File: src/rtl/maze_pkg.sv
// Shared maze display geometry, cursor layout and scan FSM state encoding.
// Pure declarations; no timing or flow-control behaviour of its own.
package maze_pkg;
  localparam int ROWS      = 8;
  localparam int COLS      = 8;
  localparam int FRAME_W   = ROWS * COLS;
  localparam int ROW_IDX_W = 3;
  localparam int COL_IDX_W = 3;
  localparam int CURSOR_W  = ROW_IDX_W + COL_IDX_W;

  typedef struct packed {
    logic [ROW_IDX_W-1:0] row;
    logic [COL_IDX_W-1:0] col;
  } cursor_t;

  typedef enum logic {
    SCAN  = 1'b0,
    BLANK = 1'b1
  } scan_state_t;

  function automatic logic [COLS-1:0] frame_row(input logic [FRAME_W-1:0] frame,
                                                input logic [ROW_IDX_W-1:0] idx);
    return frame[idx*COLS +: COLS];
  endfunction
endpackage

File: src/rtl/scan_prescaler.sv
// Row-dwell prescaler: tick pulses once every TICK_DIV cycles, combinational from the count.
// hold clears the count and suppresses tick; the next tick comes TICK_DIV cycles after release.
module scan_prescaler #(
  parameter int TICK_DIV = 50000
) (
  input  logic clk,
  input  logic reset,
  input  logic hold,
  output logic tick
);
  localparam int CNT_W = $clog2(TICK_DIV);

  logic [CNT_W-1:0] cnt;

  assign tick = ~hold & (cnt == CNT_W'(TICK_DIV - 1));

  always_ff @(posedge clk) begin
    if (reset || hold) begin
      cnt <= '0;
    end else if (tick) begin
      cnt <= '0;
    end else begin
      cnt <= cnt + 1'b1;
    end
  end
endmodule

File: src/rtl/led_matrix_scan_ctrl.sv
// 8x8 LED matrix row scanner with double-buffered frames and a blinking cursor overlay.
// Row/col registered one edge after tick; frame_ready drops while a frame waits for the next boundary.
module led_matrix_scan_ctrl
  import maze_pkg::*;
#(
  parameter int TICK_DIV     = 50000,
  parameter int BLINK_FRAMES = 32
) (
  input  logic                clk,
  input  logic                reset,
  input  logic [FRAME_W-1:0]  frame_in,
  input  logic                frame_valid,
  output logic                frame_ready,
  input  logic [CURSOR_W-1:0] cursor,
  input  logic                cursor_en,
  input  logic                blank,
  output logic [ROWS-1:0]     row,
  output logic [COLS-1:0]     col,
  output logic                frame_sync
);
  localparam int BLINK_W = (BLINK_FRAMES > 1) ? $clog2(BLINK_FRAMES) : 1;

  scan_state_t          state, state_next;
  logic [FRAME_W-1:0]   active, pending;
  logic                 pending_full;
  logic [ROW_IDX_W-1:0] idx;
  logic [BLINK_W-1:0]   blink_cnt;
  logic                 blink_phase;
  logic                 tick, blanking, boundary, swap, sync_next, accept;
  logic [COLS-1:0]      col_pix;
  cursor_t              cur;

  assign cur         = cursor_t'(cursor);
  assign frame_ready = ~pending_full;
  assign accept      = frame_valid & frame_ready;

  scan_prescaler #(.TICK_DIV(TICK_DIV)) u_prescaler (
    .clk   (clk),
    .reset (reset),
    .hold  (blanking),
    .tick  (tick)
  );

  always_ff @(posedge clk) begin
    if (reset) begin
      state <= SCAN;
    end else begin
      state <= state_next;
    end
  end

  // Blank takes effect on the edge that first samples it, so everything keys off state_next.
  always_comb begin
    state_next = state;
    case (state)
      SCAN:    if (blank)  state_next = BLANK;
      BLANK:   if (!blank) state_next = SCAN;
      default: state_next = SCAN;
    endcase
    blanking  = (state_next == BLANK);
    boundary  = tick & ~blanking & (idx == ROW_IDX_W'(ROWS - 1));
    swap      = pending_full & (boundary | blanking);
    sync_next = boundary | swap;
  end

  always_comb begin
    col_pix = frame_row(active, idx);
    if (cursor_en && blink_phase && (idx == cur.row)) begin
      col_pix[cur.col] = ~col_pix[cur.col];
    end
  end

  // accept needs pending empty and swap needs it full, so the two never collide.
  always_ff @(posedge clk) begin
    if (reset) begin
      active       <= '0;
      pending      <= '0;
      pending_full <= 1'b0;
      frame_sync   <= 1'b0;
    end else begin
      frame_sync <= sync_next;
      if (accept) begin
        pending      <= frame_in;
        pending_full <= 1'b1;
      end else if (swap) begin
        active       <= pending;
        pending_full <= 1'b0;
      end
    end
  end

  always_ff @(posedge clk) begin
    if (reset || blanking) begin
      row <= '1;
      col <= '0;
      idx <= '0;
    end else if (tick) begin
      row <= ~(ROWS'(1) << idx);
      col <= col_pix;
      idx <= idx + ROW_IDX_W'(1);
    end
  end

  always_ff @(posedge clk) begin
    if (reset) begin
      blink_cnt   <= '0;
      blink_phase <= 1'b0;
    end else if (boundary) begin
      if (blink_cnt == BLINK_W'(BLINK_FRAMES - 1)) begin
        blink_cnt   <= '0;
        blink_phase <= ~blink_phase;
      end else begin
        blink_cnt <= blink_cnt + 1'b1;
      end
    end
  end
endmodule

File: config.mk
export PLATFORM = sky130hd
export DESIGN_NAME = led_matrix_scan_ctrl
export DESIGN_NICKNAME = d
export VERILOG_FILES = /design/src/rtl/maze_pkg.sv /design/src/rtl/scan_prescaler.sv /design/src/rtl/led_matrix_scan_ctrl.sv
export SDC_FILE = /design/constraint.sdc
export NUM_CORES = 1
export LEC_CHECK = 0
export BUFFER_PORTS_ARGS = -buffer_cell sky130_fd_sc_hd__buf_2
export CELL_PAD_IN_SITES_DETAIL_PLACEMENT = 0
export CELL_PAD_IN_SITES_GLOBAL_PLACEMENT = 1
export CORE_MARGIN = 8
export CORE_UTILIZATION = 39
export DETAILED_ROUTE_END_ITERATION = 6
export GPL_TIMING_DRIVEN = 0
export PLACE_DENSITY_LB_ADDON = 0.1
export SLEW_MARGIN = 10
export SYNTH_ARGS = -nofsm -noshare
export SYNTH_HDL_FRONTEND = slang
export SYNTH_SLANG_ARGS = --single-unit
File: constraint.sdc
create_clock -name clk -period 2.2 [get_ports clk]
set_clock_uncertainty 0.05 [all_clocks]
set_input_delay 0.44 -clock clk [delete_from_list [all_inputs] [get_ports clk]]
set_output_delay 0.44 -clock clk [all_outputs]
set_load 0.01 [all_outputs]
[After elaboration in Yosys (flattened, before gate mapping)]
Cells that the tools add are included.
Storage, ports and cells
  register bits after elaboration: 171
Operators by class
  add/subtract/negate cells: 3
  $lt $le $gt $ge: 2
  bitwise logic cells: 13
  shift-type cells: 2
  equal/unequal tests: 4
  mux-type cells: 10
  reduce and logical (&&, ||, !) cells: 8
Operator list (count)
  $shiftx 64x7->8: 1
  $add 16x1->16 const B: 1
  $eq 16x16->1 const B: 1
  $bwmux 8: 1
  $mux 8: 1
  $not 8->8: 1
  $shl 1x3->8 const A: 1
  $add 5x1->5 const B: 1
  $and 1x1->1: 5
  $eq 5x5->1 const B: 1
  $mux 1: 5
  $mux 5: 1
  $not 1->1: 5
  $lt 3x4->1 const B: 1
  $reduce_and 2->1: 2
  $add 3x1->3 const B: 1
  $bmux 1 s3: 1
  $demux 1 s3: 1
  $eq 3x3->1: 1
  $eq 3x3->1 const B: 1
  $ge 3x1->1 const B: 1
  $logic_and 1x1->1: 3
  $or 1x1->1: 2
  $reduce_bool 2->1: 1
  other kinds (2): 2

[Logic depth before layout (Yosys ltp)]
  depth in word-level cells: 9
  gate-level depth with buffers: 10
  depth with buffers taken out: 7

[Cells and area by module]
From an unflattened synthesis, not the netlist that was laid out.
Second synthesis, totals
  cell total of the unflattened synthesis: 838
  area, all modules: 7070.5 um2
Modules (own cells, without submodules)
  led_matrix_scan_ctrl: instances 1, cells an instance 757, area each 6244.7 um2
  scan_prescaler: instances 1, cells an instance 81, area each 825.8 um2

[Worst setup path before layout]
Ideal clock, no wire load.
  path kind: reg-to-reg
  start point: register idx[0]
  end point: register col[3]
  path buffers: 2
  setup slack: -0.012 ns
  cell stages (with the launch flop): 8
  setup time: 0.075 ns
  arrival time: 2.087 ns
  period minus slack after synthesis: 2.212 ns
  path through: dfxtp_1 -> buf_6 -> mux4_2 -> mux2_4 -> or3b_1 -> and4_1 -> buf_6 -> a22oi_4
On the way
  word-level cells in the longest chain between the ends: 6
  elaborated cells on any way between the ends: 8
RTL lines
  start: declaration: RTL line led_matrix_scan_ctrl.sv:26  | logic [ROW_IDX_W-1:0] idx;
  start signal: assignment: RTL line led_matrix_scan_ctrl.sv:100  | idx <= idx + ROW_IDX_W'(1);
  $shiftx 64x7->8: RTL line maze_pkg.sv:23  | return frame[idx*COLS +: COLS];
  $bmux 1 s3: RTL line led_matrix_scan_ctrl.sv:69  | col_pix[cur.col] = ~col_pix[cur.col];
  $mux 1 (not written as such): RTL line led_matrix_scan_ctrl.sv:69
  $not 1->1: RTL line led_matrix_scan_ctrl.sv:69
  $bwmux 8: RTL line led_matrix_scan_ctrl.sv:69
  $mux 8 *: RTL line led_matrix_scan_ctrl.sv:68  | if (cursor_en && blink_phase && (idx == cur.row)) begin
  end signal: assignment: RTL line led_matrix_scan_ctrl.sv:99  | col <= col_pix;
  end: declaration: RTL line led_matrix_scan_ctrl.sv:18  | output logic [COLS-1:0] col,
Every way passes the cells marked *; elsewhere a longest branch is shown, timed or not. The select of a mux whose other input is x is not followed.
A chain may end at the register's enable or synchronous reset.

[Worst setup path after layout]
  start point: register idx[0]
  end point: register col[7]
The elaborated chain is that of the path after synthesis.

==> impl_metrics.py <==
metrics = {
    "outcome": {
        "outcome": "finished, violations left",
        "failed_checks": "setup timing",
    },
    "synth": {
        "synthesis.instances": 780,
        "yosys.cell_types.count": 49,
        "async_reset_ff_share_pct": 0,
        "post_synth_instance_area_sq_mm": 0.00699,
        "avgSynthCellArea_sq_um": 8.96,
        "synth-edff-count": 0,
        "yosys_register_bits": 171,
        "synthFlopType": "dfxtp_1",
        "yosys_synthesis_warning_count": 0,
        "yosysSeqAreaShare_pct": 49.0,
        "mappedNetlistNets": 864,
    },
    "die": {
        "fp.dieH_um": 150,
        "core_region_area_sq_mm": 0.0178,
        "initial_cell_density_of_the_core_pct": 39.3,
        "num_io_pins": 93,
        "fp.dieArea_sq_mm": 0.0225,
        "fp.dieW_um": 150,
        "number_of_placement_rows": 49,
    },
    "setup_path": {
        "worst-setup-path-type": "reg2reg",
        "worst-path-max-fanout": 8,
        "crit_family": "multiplexers",
        "critPathRequiredTime_ns": 2.51,
        "critPathMaxStageDelay_ns": 0.53,
        "start_kind": "register",
        "path_cells": "buf_12 -> mux4_2 -> mux2_4 -> or3b_1 -> and4_1 -> buf_6 -> a21oi_2",
        "critical_path.endpoint_type": "register",
        "critical_path.n_buffers_inverters": 2,
        "cp_slowest_cell": "mux4_2",
        "worst-endpoint-arrival_ns": 2.59,
    },
    "clock_tree": {
        "numCtsBuffers": 17,
        "cts.sink_count": 171,
        "ctsHtreeMaxLevel": 4,
        "root_buffer": "clkbuf_16",
        "hold_fix_buffer_count_after_cts": 0,
        "cts_max_path_buffers": 2,
        "clk_latency_ns": 0.43,
        "cts.clk_slew.worst_paths_ns": 0.07,
        "clock_tree_from_tritoncts": "built",
    },
    "power": {
        "max-vdd-ir-drop_mv": 0.579,
        "switching_power_mw": 1.55,
        "power_leakage_nw": 3.69,
        "switching_share_pct": 23.0,
        "comb_power_share_pct": 6.8,
        "power.internal_mw": 5.19,
        "share_clk_of_total_power_pct": 45.0,
        "pwr-share-seq_pct": 48.2,
        "cellPowerDensity_mw_per_mm2": 787,
    },
    "global_route": {
        "gr-usage-all-layers_pct": 17.2,
        "grt_max_degree": 17,
        "grt.overflow.total": 0,
        "number_of_antenna_violations_at_the_first_check_in_global_routing": 0,
        "grt_pass1_wl_mm": 30.2,
        "vias_in_the_first_global_route": 5859,
    },
    "cells_and_area": {
        "antenna-diode-count": 0,
        "share_of_final_layout_standard_cells_stronger_than_drive_strength_1_pct": 20.4,
        "mostFrequentLayoutCell": "dfxtp_1",
        "postLayoutCellArea_sq_mm": 0.00857,
        "final_cell_mix": "dfxtp_1 (168), nand2_1 (152), nor2_1 (103)",
        "area.growth.synth_to_final_pct": 22.7,
        "layout.nets": 984,
        "fin_util_pct": 48.2,
    },
    "job": {
        "drv_cap": 0,
    },
    "detailed_routing": {
        "drc": 0,
        "drt_iter0_markers": 263,
        "drtPass1Iterations": 5,
        "viasPerCell": 5.01,
        "wire_per_inst_um": 16.5,
        "route.final.wire_length_mm": 18.8,
        "drtAntennaViolNets": 0,
        "vias": 5725,
    },
    "place": {
        "gp_routability_congestion": 0.855,
        "placement.io_buffers": 91,
        "post_place_cell_area_sq_mm": 0.00773,
        "place_worst_setup_slack_ns": -0.535,
        "detailed_placement_hpwl_mm": 14.1,
    },
    "sta": {
        "unrepaired_setup_endpoints_after_global_routing": "true",
        "clock.fmax_mhz": 438,
        "final.period_utilization_pct": 104,
        "maxSlewViolCount": 0,
        "period_needed_ns": 2.28,
        "finalHoldViolations": 0,
        "number_of_setup_violations_in_the_final_report": 8,
        "maxSlewHeadroom_pct": 42.8,
        "setup_tns_ns": -0.513,
        "setup_slack_ns": -0.0849,
        "worst-slew-pin-transition_ns": 0.857,
    },
    "worst_hold_path": {
        "hold_path.class": "in2reg",
    },
}
[worst reg2reg max path: cells and delay by family (launching register included)]
family          cells  cell delay [ns]
mux                 2             0.81
simple gates        2             0.56
flops               1             0.39
buf+inv             2             0.27
compound gates      1             0.13
[final timing paths]
check / startpoint / end / slack [ns] / cells past startpoint
max: idx[0]$_SDFFE_PP0P_ / col[7]$_SDFFE_PP0P_ / -0.08 / 7
min: frame_in[39] / pending[39]$_SDFFE_PP0P_ / 0.20 / 3
max reg2reg: idx[0]$_SDFFE_PP0P_ / col[7]$_SDFFE_PP0P_ / -0.08 / 7
min reg2reg: u_prescaler.cnt[0]$_SDFF_PP0_ / u_prescaler.cnt[0]$_SDFF_PP0_ / 0.39 / 1
[state kept, by name, indices dropped and copies added (netlist names)]
| signal | count |
|---|---|
| blink_phase | 1 |
| blink_cnt | 5 |
| pending_full | 1 |
| idx | 3 |
| row | 8 |
| u_prescaler.cnt | 16 |
| col | 8 |
| active | 64 |
| frame_sync | 1 |
| pending | 64 |
[synth_stat cells (5+ instances only)]
library cell / n / share of area (%)
a21oi_1: 95 / 6.8
a21oi_2: 6 / 0.75
a22oi_1: 11 / 1.2
a31oi_1: 5 / 0.45
and3_1: 5 / 0.45
buf_1: 5 / 0.27
buf_2: 10 / 0.72
clkbuf_1: 29 / 1.6
dfxtp_1: 171 / 49
ha_1: 9 / 1.6
inv_1: 6 / 0.32
mux2i_1: 86 / 12
nand2_1: 154 / 8.3
nand3_1: 11 / 0.79
nor2_1: 104 / 5.6
nor2b_1: 6 / 0.54
xnor2_1: 7 / 0.88
xor2_1: 12 / 1.5
[what timing repair did]
action | in CTS | in global routing
pin swaps | 4 | 5
gates resized for setup | 34 | 16
setup endpoints to repair | 98 | 89
setup buffers | 8 | 4
[cells by family (layout without fill, tap and decap cells)]
logic type / after synthesis / in the layout / share of synthesized area, %
buffers and inverters: 55 / 188 / 3.51
AND/OR/NAND/NOR: 304 / 304 / 18.2
flip-flops: 171 / 171 / 49.0
multiplexers: 93 / 93 / 14.6
adder cells (fa/ha/maj): 9 / 9 / 1.61
XOR/XNOR: 19 / 19 / 2.38
AO/OA/AOI/OAI: 129 / 129 / 10.6
[routing by layer]
layer	track usage, %	wire length (um)	up-vias	share of wire, %
met5	0	0	-	0
met4	6.65	375	0	2.0
met3	3.84	787	25	4.2
met2	28.1	8730	116	46
met1	21.8	8890	2703	47
li1	-	-	2881	-
[layout make-up]
type	count	area [sq um]
Timing Repair Buffer	103	546
Buffer	46	285
Clock buffer	21	450
Multi-Input combinational cell	554	3400
Sequential cell	171	3430
Inverter	7	26.3
Tap cell	229	287
Fill cell	1776	9210
Clock inverter	11	143
[power by group through the flow]
stage / Sequential (mW) / Combinational, mW / Clock [mW]
floorplan: 3.29 / 0.286 / 0
global placement: 3.32 / 0.430 / 0
detailed placement: 3.32 / 0.442 / 0
CTS: 3.25 / 0.457 / 3.11
global route: 3.26 / 0.515 / 3.23
finish: 3.25 / 0.457 / 3.03
[through the flow]
stage	power, mW	instances	hold WS (ns)
floorplan	3.58	780	0.380
global placement	3.75	1100	0.390
detailed placement	3.77	1100	0.400
CTS	6.82	1140	0.178
global route	7.01	1142	0.182
finish	6.74	1142	0.198
Power figures use the tool's default switching activity.
